`config.mk`:
```
export PLATFORM = sky130hd
export DESIGN_NAME = alu_tmr_sequencer_flat
export DESIGN_NICKNAME = d
export VERILOG_FILES = /design/src/rtl/alu_tmr_sequencer_if.sv /design/src/rtl/alu_tmr_sequencer.sv /design/src/flat_wrapper.sv
export SDC_FILE = /design/constraint.sdc
export NUM_CORES = 1
export LEC_CHECK = 0
export BUFFER_PORTS_ARGS = -buffer_cell sky130_fd_sc_hd__buf_2
export CAP_MARGIN = 5
export CORE_ASPECT_RATIO = 2
export CORE_MARGIN = 4
export CORE_UTILIZATION = 50
export DETAILED_ROUTE_END_ITERATION = 6
export GPL_TIMING_DRIVEN = 0
export PLACE_DENSITY = 0.74
export SLEW_MARGIN = 10
export SYNTH_ARGS = -nofsm -noshare
export SYNTH_HDL_FRONTEND = slang
export SYNTH_SLANG_ARGS = --single-unit
```
`constraint.sdc`:
```
create_clock -name clk -period 6.9 [get_ports clk]
set_clock_uncertainty 0.2 [all_clocks]
set_input_delay 1.38 -clock clk [delete_from_list [all_inputs] [get_ports clk]]
set_output_delay 1.38 -clock clk [all_outputs]
set_load 0.01 [all_outputs]
```
`src/rtl/alu_tmr_sequencer_if.sv`:
```
// Host-side request/response channel of the temporally redundant ALU sequencer.
// The host drives the master side and the sequencer sits on the slave side.
interface alu_tmr_sequencer_if #(
    parameter int WIDTH = 16
);
    logic             req_valid;
    logic             req_ready;
    logic [WIDTH-1:0] req_a;
    logic [WIDTH-1:0] req_b;
    logic [2:0]       req_opcode;

    logic             rsp_valid;
    logic             rsp_ready;
    logic [WIDTH-1:0] rsp_lo;
    logic [WIDTH-2:0] rsp_hi;
    logic             rsp_cout;
    logic             rsp_corrected;
    logic             rsp_uncorr;

    modport master (
        output req_valid, req_a, req_b, req_opcode, rsp_ready,
        input  req_ready, rsp_valid, rsp_lo, rsp_hi, rsp_cout, rsp_corrected, rsp_uncorr
    );

    modport slave (
        input  req_valid, req_a, req_b, req_opcode, rsp_ready,
        output req_ready, rsp_valid, rsp_lo, rsp_hi, rsp_cout, rsp_corrected, rsp_uncorr
    );
endinterface

```
`src/rtl/alu_tmr_sequencer.sv`:
```
// Runs each ALU operation twice over separate enable pulses, adds a third run on
// disagreement, majority-votes the result and keeps saturating fault statistics.
module alu_tmr_sequencer #(
    parameter int WIDTH  = 16,
    parameter int SETTLE = 1,
    parameter int CNT_W  = 8
) (
    input  logic                 clk,
    input  logic                 rst,
    alu_tmr_sequencer_if.slave   host,
    output logic [WIDTH-1:0]     alu_a,
    output logic [WIDTH-1:0]     alu_b,
    output logic [2:0]           alu_opcode,
    output logic                 alu_en,
    input  logic [WIDTH-1:0]     alu_lo,
    input  logic [WIDTH-2:0]     alu_hi,
    input  logic                 alu_cout,
    input  logic                 clr_stats,
    output logic [CNT_W-1:0]     stat_corr,
    output logic [CNT_W-1:0]     stat_uncorr
);
    localparam int          RW     = 2 * WIDTH;
    localparam int          SW     = (SETTLE > 1) ? $clog2(SETTLE) : 1;
    localparam logic [2:0]  OP_MUL = 3'b010;

    typedef enum logic [2:0] {
        IDLE  = 3'd0,
        EXEC1 = 3'd1,
        GAP1  = 3'd2,
        EXEC2 = 3'd3,
        GAP2  = 3'd4,
        EXEC3 = 3'd5,
        DONE  = 3'd6
    } state_e;

    state_e            state_q, state_d;
    logic [SW-1:0]     cnt_q, cnt_d;
    logic [WIDTH-1:0]  a_q, a_d, b_q, b_d;
    logic [2:0]        op_q, op_d;
    logic              alu_en_q, alu_en_d;
    logic              req_ready_q, req_ready_d;
    logic [RW-1:0]     r1_q, r1_d, r2_q, r2_d;
    logic              rsp_valid_q, rsp_valid_d;
    logic [RW-1:0]     rsp_q, rsp_d;
    logic              corr_q, corr_d, uncorr_q, uncorr_d;
    logic [CNT_W-1:0]  stat_corr_q, stat_corr_d, stat_uncorr_q, stat_uncorr_d;

    logic [WIDTH-2:0]  hi_masked;
    logic [RW-1:0]     sample;
    logic [RW-1:0]     vote;
    logic              last;
    logic              in_exec;

    // HI floats for every opcode but mul, so it is zeroed before it reaches the compare.
    assign hi_masked = (op_q == OP_MUL) ? alu_hi : '0;
    assign sample    = {alu_cout, hi_masked, alu_lo};
    assign vote      = (r1_q & r2_q) | (r1_q & sample) | (r2_q & sample);
    assign last      = (cnt_q == SW'(SETTLE - 1));
    assign in_exec   = (state_q == EXEC1) || (state_q == EXEC2) || (state_q == EXEC3);

    always_comb begin
        // NOTE: every _d gets a default first so no path through the case infers a latch.
        state_d       = state_q;
        cnt_d         = '0;
        a_d           = a_q;
        b_d           = b_q;
        op_d          = op_q;
        r1_d          = r1_q;
        r2_d          = r2_q;
        rsp_d         = rsp_q;
        corr_d        = corr_q;
        uncorr_d      = uncorr_q;
        stat_corr_d   = stat_corr_q;
        stat_uncorr_d = stat_uncorr_q;

        if (in_exec && !last) begin
            cnt_d = cnt_q + SW'(1);
        end

        unique case (state_q)
            IDLE: begin
                if (host.req_valid && req_ready_q) begin
                    a_d     = host.req_a;
                    b_d     = host.req_b;
                    op_d    = host.req_opcode;
                    state_d = EXEC1;
                end
            end
            EXEC1: begin
                if (last) begin
                    r1_d    = sample;
                    state_d = GAP1;
                end
            end
            GAP1:  state_d = EXEC2;
            EXEC2: begin
                if (last) begin
                    r2_d = sample;
                    if (sample == r1_q) begin
                        rsp_d    = r1_q;
                        corr_d   = 1'b0;
                        uncorr_d = 1'b0;
                        state_d  = DONE;
                    end else begin
                        state_d  = GAP2;
                    end
                end
            end
            GAP2:  state_d = EXEC3;
            EXEC3: begin
                if (last) begin
                    rsp_d    = vote;
                    corr_d   = (sample == r1_q) || (sample == r2_q);
                    uncorr_d = !((sample == r1_q) || (sample == r2_q));
                    state_d  = DONE;
                end
            end
            DONE: begin
                if (host.rsp_ready) begin
                    state_d = IDLE;
                end
            end
            default: state_d = IDLE;
        endcase

        // Counters bump only on the edge that enters DONE; a clear always wins.
        if (clr_stats) begin
            stat_corr_d   = '0;
            stat_uncorr_d = '0;
        end else if (state_d == DONE && state_q != DONE) begin
            if (corr_d && stat_corr_q != '1) begin
                stat_corr_d = stat_corr_q + CNT_W'(1);
            end
            if (uncorr_d && stat_uncorr_q != '1) begin
                stat_uncorr_d = stat_uncorr_q + CNT_W'(1);
            end
        end

        alu_en_d    = (state_d == EXEC1) || (state_d == EXEC2) || (state_d == EXEC3);
        req_ready_d = (state_d == IDLE);
        rsp_valid_d = (state_d == DONE);
    end

    // NOTE: async reset clears every flop, so an aborted operation leaves nothing behind.
    always_ff @(posedge clk or posedge rst) begin
        if (rst) begin
            state_q       <= IDLE;
            cnt_q         <= '0;
            a_q           <= '0;
            b_q           <= '0;
            op_q          <= '0;
            alu_en_q      <= 1'b0;
            req_ready_q   <= 1'b0;
            r1_q          <= '0;
            r2_q          <= '0;
            rsp_valid_q   <= 1'b0;
            rsp_q         <= '0;
            corr_q        <= 1'b0;
            uncorr_q      <= 1'b0;
            stat_corr_q   <= '0;
            stat_uncorr_q <= '0;
        end else begin
            state_q       <= state_d;
            cnt_q         <= cnt_d;
            a_q           <= a_d;
            b_q           <= b_d;
            op_q          <= op_d;
            alu_en_q      <= alu_en_d;
            req_ready_q   <= req_ready_d;
            r1_q          <= r1_d;
            r2_q          <= r2_d;
            rsp_valid_q   <= rsp_valid_d;
            rsp_q         <= rsp_d;
            corr_q        <= corr_d;
            uncorr_q      <= uncorr_d;
            stat_corr_q   <= stat_corr_d;
            stat_uncorr_q <= stat_uncorr_d;
        end
    end

    assign alu_a              = a_q;
    assign alu_b              = b_q;
    assign alu_opcode         = op_q;
    assign alu_en             = alu_en_q;
    assign host.req_ready     = req_ready_q;
    assign host.rsp_valid     = rsp_valid_q;
    assign host.rsp_lo        = rsp_q[WIDTH-1:0];
    assign host.rsp_hi        = rsp_q[RW-2:WIDTH];
    assign host.rsp_cout      = rsp_q[RW-1];
    assign host.rsp_corrected = corr_q;
    assign host.rsp_uncorr    = uncorr_q;
    assign stat_corr          = stat_corr_q;
    assign stat_uncorr        = stat_uncorr_q;
endmodule

```
`src/flat_wrapper.sv`:
```
// flat-port wrapper written by rule: the top's interface ports become plain ports
module alu_tmr_sequencer_flat 
#(
    parameter int WIDTH  = 16,
    parameter int SETTLE = 1,
    parameter int CNT_W  = 8
)
  (clk, rst, alu_a, alu_b, alu_opcode, alu_en, alu_lo, alu_hi, alu_cout, clr_stats, stat_corr, stat_uncorr, host_req_valid, host_req_a, host_req_b, host_req_opcode, host_rsp_ready, host_req_ready, host_rsp_valid, host_rsp_lo, host_rsp_hi, host_rsp_cout, host_rsp_corrected, host_rsp_uncorr);
  alu_tmr_sequencer_if #(.WIDTH(WIDTH)) host_i ();
  input  logic clk;
  input  logic rst;
  output logic [WIDTH-1:0] alu_a;
  output logic [WIDTH-1:0] alu_b;
  output logic [2:0] alu_opcode;
  output logic alu_en;
  input  logic [WIDTH-1:0] alu_lo;
  input  logic [WIDTH-2:0] alu_hi;
  input  logic alu_cout;
  input  logic clr_stats;
  output logic [CNT_W-1:0] stat_corr;
  output logic [CNT_W-1:0] stat_uncorr;
  input wire logic [$bits(host_i.req_valid)-1:0] host_req_valid;
  input wire logic [$bits(host_i.req_a)-1:0] host_req_a;
  input wire logic [$bits(host_i.req_b)-1:0] host_req_b;
  input wire logic [$bits(host_i.req_opcode)-1:0] host_req_opcode;
  input wire logic [$bits(host_i.rsp_ready)-1:0] host_rsp_ready;
  output wire logic [$bits(host_i.req_ready)-1:0] host_req_ready;
  output wire logic [$bits(host_i.rsp_valid)-1:0] host_rsp_valid;
  output wire logic [$bits(host_i.rsp_lo)-1:0] host_rsp_lo;
  output wire logic [$bits(host_i.rsp_hi)-1:0] host_rsp_hi;
  output wire logic [$bits(host_i.rsp_cout)-1:0] host_rsp_cout;
  output wire logic [$bits(host_i.rsp_corrected)-1:0] host_rsp_corrected;
  output wire logic [$bits(host_i.rsp_uncorr)-1:0] host_rsp_uncorr;
  assign host_i.req_valid = host_req_valid;
  assign host_i.req_a = host_req_a;
  assign host_i.req_b = host_req_b;
  assign host_i.req_opcode = host_req_opcode;
  assign host_i.rsp_ready = host_rsp_ready;
  assign host_req_ready = host_i.req_ready;
  assign host_rsp_valid = host_i.rsp_valid;
  assign host_rsp_lo = host_i.rsp_lo;
  assign host_rsp_hi = host_i.rsp_hi;
  assign host_rsp_cout = host_i.rsp_cout;
  assign host_rsp_corrected = host_i.rsp_corrected;
  assign host_rsp_uncorr = host_i.rsp_uncorr;
  alu_tmr_sequencer #(.WIDTH(WIDTH), .SETTLE(SETTLE), .CNT_W(CNT_W)) u_core (.clk(clk), .rst(rst), .host(host_i), .alu_a(alu_a), .alu_b(alu_b), .alu_opcode(alu_opcode), .alu_en(alu_en), .alu_lo(alu_lo), .alu_hi(alu_hi), .alu_cout(alu_cout), .clr_stats(clr_stats), .stat_corr(stat_corr), .stat_uncorr(stat_uncorr));
endmodule
```
==> results of run 1 <==
==> where the power goes <==
part	internal [uW]	switching [uW]	total [uW]
Clock	538	401	939
Sequential	1290	249	1540
Combinational	589	759	1350
Total	2420	1410	3830
==> cells in the mapped netlist (all sizes together) <==
cell	number	area [um^2]
o31ai	2	15.0
nand3b	2	18.8
nor4	20	125
nand4	4	25.0
ha	66	826
nor3b	2	26.3
o21ai	102	514
xnor2	2	17.5
and3	4	25.0
or3	1	6.26
buf	8	42.5
conb	1	3.75
a31oi	32	200
o22a	1	8.76
mux2	60	676
nand2	104	390
and4	2	17.5
o221ai	1	26.3
clkbuf	25	93.8
nor2b	8	50.1
mux2i	2	20.0
a21oi	3	15.0
and2	1	6.26
nor4b	2	23.8
o21ba	2	20.0
a211oi	1	7.51
inv	21	78.8
o31a	2	17.5
or4	3	22.5
nand2b	6	45.0
a21o	1	7.51
or2	2	12.5
nor2	50	195
o2111ai	2	17.5
and3b	1	8.76
nand3	7	35.0
nor3	6	35.0
dfrtp	156	3900
==> layout make-up <==
type	instances	share of cell area (%)
timing repair buffer	160	8.91
clock buffer	17	4.60
inverter	21	0.934
sequential	156	42.2
tap	195	2.64
buffer	33	1.48
multi-input combinational	505	37.4
clock inverter	15	1.77
==> stage by stage <==
| step | utilization [%] | instance area, um^2 | setup WS (ns) | cells |
|---|---|---|---|---|
| floorplan | - | 7580 | 1.11 | 715 |
| global placement | 58.2 | 8620 | -0.789 | 1069 |
| detailed placement | 58.4 | 8650 | 2.04 | 1070 |
| CTS | 62.4 | 9240 | 2.00 | 1102 |
| global route | 62.4 | 9240 | 1.71 | 1102 |
| finish | 62.4 | 9240 | 1.99 | 1102 |
==> how the worst max path moves through the flow <==
stage	startpoint	end	slack, ns	cells past startpoint
after floorplan	rst	u_core.alu_a[0]	1.11	1
after global placement	rst	u_core.stat_uncorr[2]	-0.79	2
after detailed placement	u_core.alu_opcode[2]	u_core.stat_corr[5]	2.04	11
after CTS	u_core.alu_opcode[2]	u_core.stat_corr[5]	2.00	11
after global routing	u_core.alu_opcode[2]	u_core.stat_corr[5]	1.71	11
final	u_core.alu_opcode[2]	u_core.stat_corr[5]	1.99	11
==> state kept, by name, indices dropped and copies added, names as in the netlist <==
signal                     count
u_core.r1_q                   32
u_core.r2_q                   32
u_core.rsp_q                  32
u_core.alu_a                  16
u_core.alu_b                  16
u_core.stat_corr               8
u_core.stat_uncorr             8
u_core.alu_opcode              3
u_core.state_q                 3
u_core.alu_en                  1
u_core.cnt_q                   1
u_core.host.req_ready          1
u_core.host.rsp_corrected      1
u_core.host.rsp_uncorr         1
u_core.host.rsp_valid          1
==> logic make-up (layout without fill, tap and decap cells) <==
logic type | Yosys count | in the layout
AO/OA/AOI/OAI | 149 | 149
XOR/XNOR | 2 | 2
adder cells (fa/ha/maj) | 66 | 66
buffers and inverters | 54 | 246
flip-flops | 156 | 156
multiplexers | 62 | 62
other | 1 | 1
AND/OR/NAND/NOR | 225 | 225
==> worst max-delay path, stage by stage, from the launching register on <==
cell	delay, ns
dfrtp_1	0.39
nor3b_1	0.82
clkbuf_1	0.47
nand2_1	0.17
inv_1	0.12
ha_1	0.25
nor4_1	0.62
nand4_1	0.19
o21ai_1	0.45
o221ai_4	0.24
or4_1	0.52
mux2_1	0.32
==> cell usage in the layout (no fill, tap or decap), drive strengths merged, types with 2 or more instances in the layout <==
cell / count
bufinv: 2
o31a: 2
clkinv: 3
nand2: 104
or2: 2
nand3b: 2
o21ba: 2
o21ai: 102
mux2: 60
o2111ai: 2
buf: 168
or4: 3
and4: 2
nor3b: 2
dfrtp: 156
nand3: 7
ha: 66
nor3: 6
nor4b: 2
nor2b: 8
a31oi: 32
xnor2: 2
clkinvlp: 5
nand2b: 6
and3: 4
inv: 26
nor4: 20
clkbuf: 42
mux2i: 2
nand4: 4
o31ai: 2
nor2: 50
a21oi: 3
==> layer usage <==
layer / wire (um) / up-vias / global-route usage, %
met3: 814 / 51 / 4.91
met1: 6740 / 2946 / 23.7
met2: 10700 / 153 / 43.4
li1: - / 2907 / -
met4: 720 / 2 / 10.1
met5: 13 / - / 0
==> results.cfg, run 1 <==
[outcome]
status = finished clean

[finish]
multiInputGateArea_mm2 = 0.00346
num_antenna_cells = 0
fillers = 1297
layout-drive-gt1-share_pct = 29.8
area_delta_synth_final_pct = 22.0
layout.nets = 1032
regArea_mm2 = 0.00390

[yosys]
synthSimpleGateAreaFrac_pct = 14.1
yosys.area_share.xor_xnor_pct = 0.231
synthCells = 715
ys_ff_latch = 156
synth_top_family_by_area = simple AND/OR/NAND/NOR gates
synth_nets = 853
synth_fa_ha_area_share_pct = 10.9
syn_avg_cell_area_um2 = 10.6
yosysWarnings = 0
synth_compound_area_share_pct = 11.2
yosysSeqAreaShare_pct = 51.5
syn_area_mm2 = 0.00758
synthMuxAreaShare_pct = 9.18
synth_cell_types = 48

[clock_network]
cts_tree = built
clockBufferDepth = 2
numCtsBuffers = 17
clock_latency_ns = 0.43
htreeDepth = 4
cts_hold_buf = 0
post_cts_buffers = 0
path_clk_slew_ns = 0.06
cts_root_buffer = clkbuf_16
cts_resized = 0
cts.sinks = 156

[grt]
grt_pass1_wl_um = 31100
first_global_vias = 6368
grt_antenna_before_repair = 1
grt_max_degree = 113
overflow = 0
grt_use_total_pct = 23.1

[detailed_routing]
ant_nets = 0
drtIter0Drc = 195
dr.pass1.iters = 5
drc = 0
routed_wl_um = 19000
via_per_inst = 5.50
wl_per_cell_um = 17.2
via_count = 6059

[floorplanning]
row_count = 63
core_area_mm2 = 0.0148
die_x_um = 95.1
die_area_mm2 = 0.0173
initial_utilization_pct = 51.1
ios = 160
dieHeight_um = 182

[critical_path]
r2r-end = u_core.stat_corr[5]
reg2reg_from = u_core.alu_opcode[2]
reg2reg_slack_ns = 1.99
crit_path_end_kind = register
start_kind = register
r2r_cells = 11
cp_max_fo = 10
cp.required_ns = 7.01
arrival_ns = 5.02
criticalPathCategory = register to register

[min_path]
worstHoldEndpoint = u_core.alu_b[6]
hold_path.class = register to register
min_from = u_core.alu_b[6]
whs_path_depth = 1

[pwr]
finalPower_uw = 3830
powerDensity_mw_per_mm2 = 414
ir_drop_mv = 0.244
p_leak_uw = 0.00455

[timing]
hold_viol_final = 0
period_share_pct = 71.1
maxSlewViolCount = 0
fin_crit_ns = 4.91
slew_headroom_pct = 33.5
whs_ns = 0.300
finalSetupViolCount = 0
rsz0062_at_grt = no
final.setup.tns_ns = 0
max_freq_mhz = 204
worst_pin_slew_ns = 0.995

[run]
cap_viol_max_count = 0

[placed_design]
io_buffers = 159
dp_hpwl_um = 14400
gp_congestion = 0.846
(Power assumes the default switching activity.)
==> run 2: changes to the inputs <==
--- a/config.mk
+++ b/config.mk
@@ -12,7 +12,7 @@
 export CORE_UTILIZATION = 50
 export DETAILED_ROUTE_END_ITERATION = 6
 export GPL_TIMING_DRIVEN = 0
-export PLACE_DENSITY = 0.74
+export PLACE_DENSITY = 0.77
 export SLEW_MARGIN = 10
 export SYNTH_ARGS = -nofsm -noshare
 export SYNTH_HDL_FRONTEND = slang
==> constraint.sdc (replaced) <==
create_clock -name clk -period 4.1 [get_ports clk]
set_clock_uncertainty 0.2 [all_clocks]
set_input_delay 0.82 -clock clk [delete_from_list [all_inputs] [get_ports clk]]
set_output_delay 0.82 -clock clk [all_outputs]
set_load 0.01 [all_outputs]
==> run 2 against run 1 <==
Die area is the same. Critical path type unchanged. Largest cell class unchanged. Non-clock buffer count grew 3. Highest routed layer is now met4. Critical endpoint unchanged. Via count grew 2.4%. Clock power grew 67%. Utilization grew 0.62 points. Maximum frequency grew 27%. Hold slack lost 0.087 ns. Cell count grew 0.36%.
==> results.cfg, run 2 (synthesized netlist as in run 1, its figures left out) <==
[detailed_routing]
drtIter0Drc = 255
ant_nets = 0
routed_wl_um = 19800
drc = 0
wl_per_cell_um = 17.9
dr.pass1.iters = 4
via_per_inst = 5.61
via_count = 6202

[placed_design]
gp_congestion = 0.865
io_buffers = 159
dp_cells = 1073
placed_area_mm2 = 0.00870
pre_cts_ws_ns = -0.532
dp_hpwl_um = 15300

[clock_network]
cts_tree = built
cts_hold_buf = 0
clockBufferDepth = 2
clock_latency_ns = 0.43
htreeDepth = 4
numCtsBuffers = 17
cts_root_buffer = clkbuf_16
path_clk_slew_ns = 0.07
cts.sinks = 156

[critical_path]
arrival_ns = 3.99
path_cells = nor3b_4 -> buf_2 -> nand2_1 -> inv_1 -> ha_1 -> nor4_2 -> and4_1 -> and2_1 -> buf_4 -> o221ai_4 -> or4_1 -> mux2_1
cpMaxStageDelayCell = or4_1
cp_max_fo = 10
criticalPathCategory = register to register
cp.required_ns = 4.21
start_kind = register
slowest_delay_ns = 0.51
reg2reg_slack_ns = 0.22
crit_path_end_kind = register

[pwr]
powerDensity_mw_per_mm2 = 697
p_leak_uw = 0.00460
ir_drop_mv = 0.474

[timing]
hold_viol_final = 0
finalSetupViolCount = 0
slew_headroom_pct = 55.7
maxSlewViolCount = 0
worst_pin_slew_ns = 0.661
fin_crit_ns = 3.88
max_freq_mhz = 258
whs_ns = 0.213
period_share_pct = 94.6
setup_ws_ns = 0.222

[grt]
first_global_vias = 6628
overflow = 0
grt_pass1_wl_um = 31900
grt_max_degree = 39
grt_antenna_before_repair = 1
grt_use_total_pct = 24.0

[finish]
layout.nets = 1035
final_common_cell = buf_2
area_delta_synth_final_pct = 23.2
top_regs = u_core.r1_q (32), u_core.r2_q (32), u_core.rsp_q (32)
layout_common_cells = 167 x buf_2, 156 x dfrtp_1, 104 x nand2_1, 99 x o21ai_0, 66 x ha_1
layout-drive-gt1-share_pct = 30.9
stdcell_count = 1106
final_cell_area_mm2 = 0.00934

[min_path]
hold_path.class = input port to async pin

[floorplanning]
initial_utilization_pct = 51.1
die_x_um = 95.1
dieHeight_um = 182
core_area_mm2 = 0.0148
row_count = 63
ios = 160
die_area_mm2 = 0.0173

[outcome]
status = finished clean

[run]
cap_viol_max_count = 0
[run 2: cell types whose count changed in the layout (fill, tap and decap cells not counted), sizes merged]
cell / change
buf: +4
bufinv: -1
clkinv: -3
clkinvlp: -1
diode: +1
inv: +4
[run 2: metal layers]
layer	share of wire, %	wire (um)	GRT usage (%)
met1	33	6560	23.6
met2	55	10900	43.1
met3	4.7	935	4.62
met4	7.0	1390	17.1
met5	0	0	0
[run 2: final cells by class]
type / instances / area, um^2
fill: 1274 / 5480
sequential: 156 / 3900
multi-input combinational: 505 / 3500
timing repair buffer: 163 / 876
clock buffer: 18 / 439
tap: 195 / 244
clock inverter: 14 / 150
buffer: 33 / 139
inverter: 21 / 82.6
antenna: 1 / 2.50
[run 2: timing repair]
item / in CTS / in global routing
gates resized for setup: 4 / 6
endpoints found under the hold margin: 0 / 0
setup endpoints to repair: 46 / 32
setup buffers: 0 / 0
pin swaps: 0 / 0
[run 2: worst paths after layout]
check	from	end	cells past startpoint
hold / removal	rst	u_core.rsp_q[18]	2
min in group clk	u_core.r2_q[12]	u_core.r2_q[12]	2
setup reg to reg	u_core.alu_opcode[2]	u_core.stat_corr[5]	12
max in group asynchronous	rst	u_core.alu_opcode[2]	4
hold reg to reg	u_core.r2_q[12]	u_core.r2_q[12]	2
setup / recovery	u_core.alu_opcode[2]	u_core.stat_corr[5]	12
[run 2: metrics by stage]
step                setup TNS, ns  utilization [%]  power (uW)
floorplan                       0                -        3940
global placement           -17.04             58.2        4810
detailed placement         -17.78             58.7        4920
CTS                             0             62.8        6530
global route              -0.0198             63.0        6970
finish                          0             63.0        6510
[run 2: power breakdown]
group	total, uW	leakage (uW)	internal [uW]	switching (uW)
clock network	1570	0.000283	880	695
logic	2330	0.00239	1030	1300
registers	2610	0.00193	2170	433
total	6510	0.00460	4080	2430
[run 2: worst max-delay path, delay by kind of cell, from the launching register on]
kind                       cells  cell delay (ns)
and+or+nand+nor                6             1.85
AOI/OAI and AO/OA              1             0.16
DFF                            1             0.42
buffers and inverters          3             0.53
muxes                          1             0.33
adders and majority gates      1             0.27
==> run 3: changes to the inputs <==
--- a/config.mk
+++ b/config.mk
@@ -12,7 +12,7 @@
 export CORE_UTILIZATION = 50
 export DETAILED_ROUTE_END_ITERATION = 6
 export GPL_TIMING_DRIVEN = 0
-export PLACE_DENSITY = 0.77
+export PLACE_DENSITY = 0.74
 export SLEW_MARGIN = 10
 export SYNTH_ARGS = -nofsm -noshare
 export SYNTH_HDL_FRONTEND = slang
==> constraint.sdc (replaced) <==
create_clock -name clk -period 4.7 [get_ports clk]
set_clock_uncertainty 0.2 [all_clocks]
set_input_delay 0.94 -clock clk [delete_from_list [all_inputs] [get_ports clk]]
set_output_delay 0.94 -clock clk [all_outputs]
set_load 0.01 [all_outputs]
==> run 3 against run 2 <==
Non-clock buffer count unchanged. Wire length decreased by 2.0%. Total power is 12% lower. Die area did not move. Maximum frequency fell by 13%. Highest routed layer unchanged.
==> results.cfg, run 3 (synthesized netlist as in run 1, its figures left out) <==
[outcome]
status = finished clean

[pwr]
comb_power_share_pct = 35.0
pwr-share-clk_pct = 25.4
p_leak_uw = 0.00459
powerDensity_mw_per_mm2 = 612
power_switching_uw = 2030
finalPower_uw = 5720
ir_drop_mv = 0.339
seqPwrFrac_pct = 39.6
switching_share_pct = 35.5
internal_power_uw = 3690

[timing]
worst_pin_slew_ns = 0.669
slew_headroom_pct = 55.4
finalSetupViolCount = 0
max_freq_mhz = 226
setup_ws_ns = 0.267
period_share_pct = 94.3
hold_viol_final = 0
fin_crit_ns = 4.43
rsz0062_at_grt = no
final.setup.tns_ns = 0
maxSlewViolCount = 0

[critical_path]
crit_path_end_kind = register
path_cells = nor3b_2 -> clkbuf_1 -> nand2_1 -> inv_1 -> ha_1 -> nor4_1 -> nand4_1 -> o21ai_1 -> o221ai_4 -> or4_1 -> mux2_1
cp.required_ns = 4.80
start_kind = register
startpoint = u_core.alu_opcode[2]
cpMaxStageDelayCell = or4_1
cp.buffers_inverters = 2
criticalPathCategory = register to register
cpLargestDelayFamily = simple AND/OR/NAND/NOR gates
reg2reg_from = u_core.alu_opcode[2]
slowest_delay_ns = 0.53
arrival_ns = 4.53
cp_max_fo = 10

[run]
cap_viol_max_count = 0

[clock_network]
cts.sinks = 156
path_clk_slew_ns = 0.06
clockBufferDepth = 2
cts_tree = built
post_cts_buffers = 0
clock_latency_ns = 0.42
cts_root_buffer = clkbuf_16
numCtsBuffers = 17
htreeDepth = 4

[detailed_routing]
routed_wl_um = 19400
via_count = 6103
via_per_inst = 5.52
wl_met3_um = 941
met1_length_um = 6660
wl_met2_um = 11100
drtIter0Drc = 266
ant_nets = 0
wl_per_cell_um = 17.6
routed.top_layer = met4
dr.pass1.iters = 4
drc = 0

[grt]
grt_max_degree = 38
grt_pass1_wl_um = 31100
grt_antenna_before_repair = 1
grt_use_total_pct = 23.5
first_global_vias = 6269
overflow = 0

[finish]
layout.nets = 1035
area_delta_synth_final_pct = 23.3
final_common_cell = buf_2
layout-drive-gt1-share_pct = 30.0
top_regs = u_core.r1_q (32), u_core.r2_q (32), u_core.rsp_q (32)
layout_common_cells = 166 x buf_2, 156 x dfrtp_1, 104 x nand2_1, 99 x o21ai_0, 66 x ha_1

[min_path]
min_from = u_core.alu_a[5]
hold_path.class = register to register

[placed_design]
io_buffers = 159
pre_cts_ws_ns = -0.220
dp_hpwl_um = 14700
gp_congestion = 0.843

[floorplanning]
die_area_mm2 = 0.0173
initial_utilization_pct = 51.1
core_area_mm2 = 0.0148
dieHeight_um = 182
die_x_um = 95.1
row_count = 63
ios = 160
[run 3: cell types whose count changed in the layout (fill, tap and decap cells not counted), sizes merged]
cell,before,now
clkbuf,42,46
inv,30,21
clkinvlp,4,5
bufinv,1,4
buf,172,171
clkinv,0,1
[run 3: path summary, 6_finish.rpt]
check	slack [ns]	depth (start not counted)	end
setup / recovery	0.27	11	u_core.stat_corr[5]
hold / removal	0.30	1	u_core.alu_a[5]
setup reg to reg	0.27	11	u_core.stat_corr[5]
hold reg to reg	0.30	1	u_core.alu_a[5]
max in group asynchronous	3.12	4	u_core.alu_a[9]
min in group asynchronous	0.38	2	u_core.r1_q[5]
[run 3: area by class of cell]
class	count	area, um^2
Antenna cell	1	2.50
Buffer	33	136
Clock buffer	21	460
Clock inverter	10	164
Fill cell	1261	5470
Inverter	21	82.6
Multi-Input combinational cell	505	3480
Sequential cell	156	3900
Tap cell	195	244
Timing Repair Buffer	163	876
[run 3: power groups by stage]
stage | clock [uW] | sequential [uW] | combinational [uW]
floorplan | 0 | 2350 | 1090
global placement | 0 | 2260 | 1950
detailed placement | 0 | 2280 | 2000
CTS | 1490 | 2270 | 2020
global route | 1540 | 2340 | 2240
finish | 1460 | 2270 | 2000
[run 3: what timing repair did]
| item | 4_1_cts | 5_1_grt |
|---|---|---|
| pin swaps | 0 | 0 |
| gates resized for setup | 1 | 2 |
| endpoints found under the setup margin | 33 | 3 |
| hold buffers | 0 | 0 |
[run 3: metal layers]
layer	vias up	track usage [%]
met5	-	0
met4	0	11.2
met3	44	4.91
met2	166	43.6
met1	2989	24.1
li1	2904	-
[run 3: per-stage QoR]
stage	instances	hold WS [ns]	util [%]	cell area [um^2]
after floorplan	715	0.267	-	7580
after global placement	1069	0.281	58.2	8620
after detailed placement	1073	0.290	58.7	8700
after CTS	1104	0.304	63.0	9330
after global routing	1105	0.312	63.1	9350
final	1105	0.301	63.1	9350
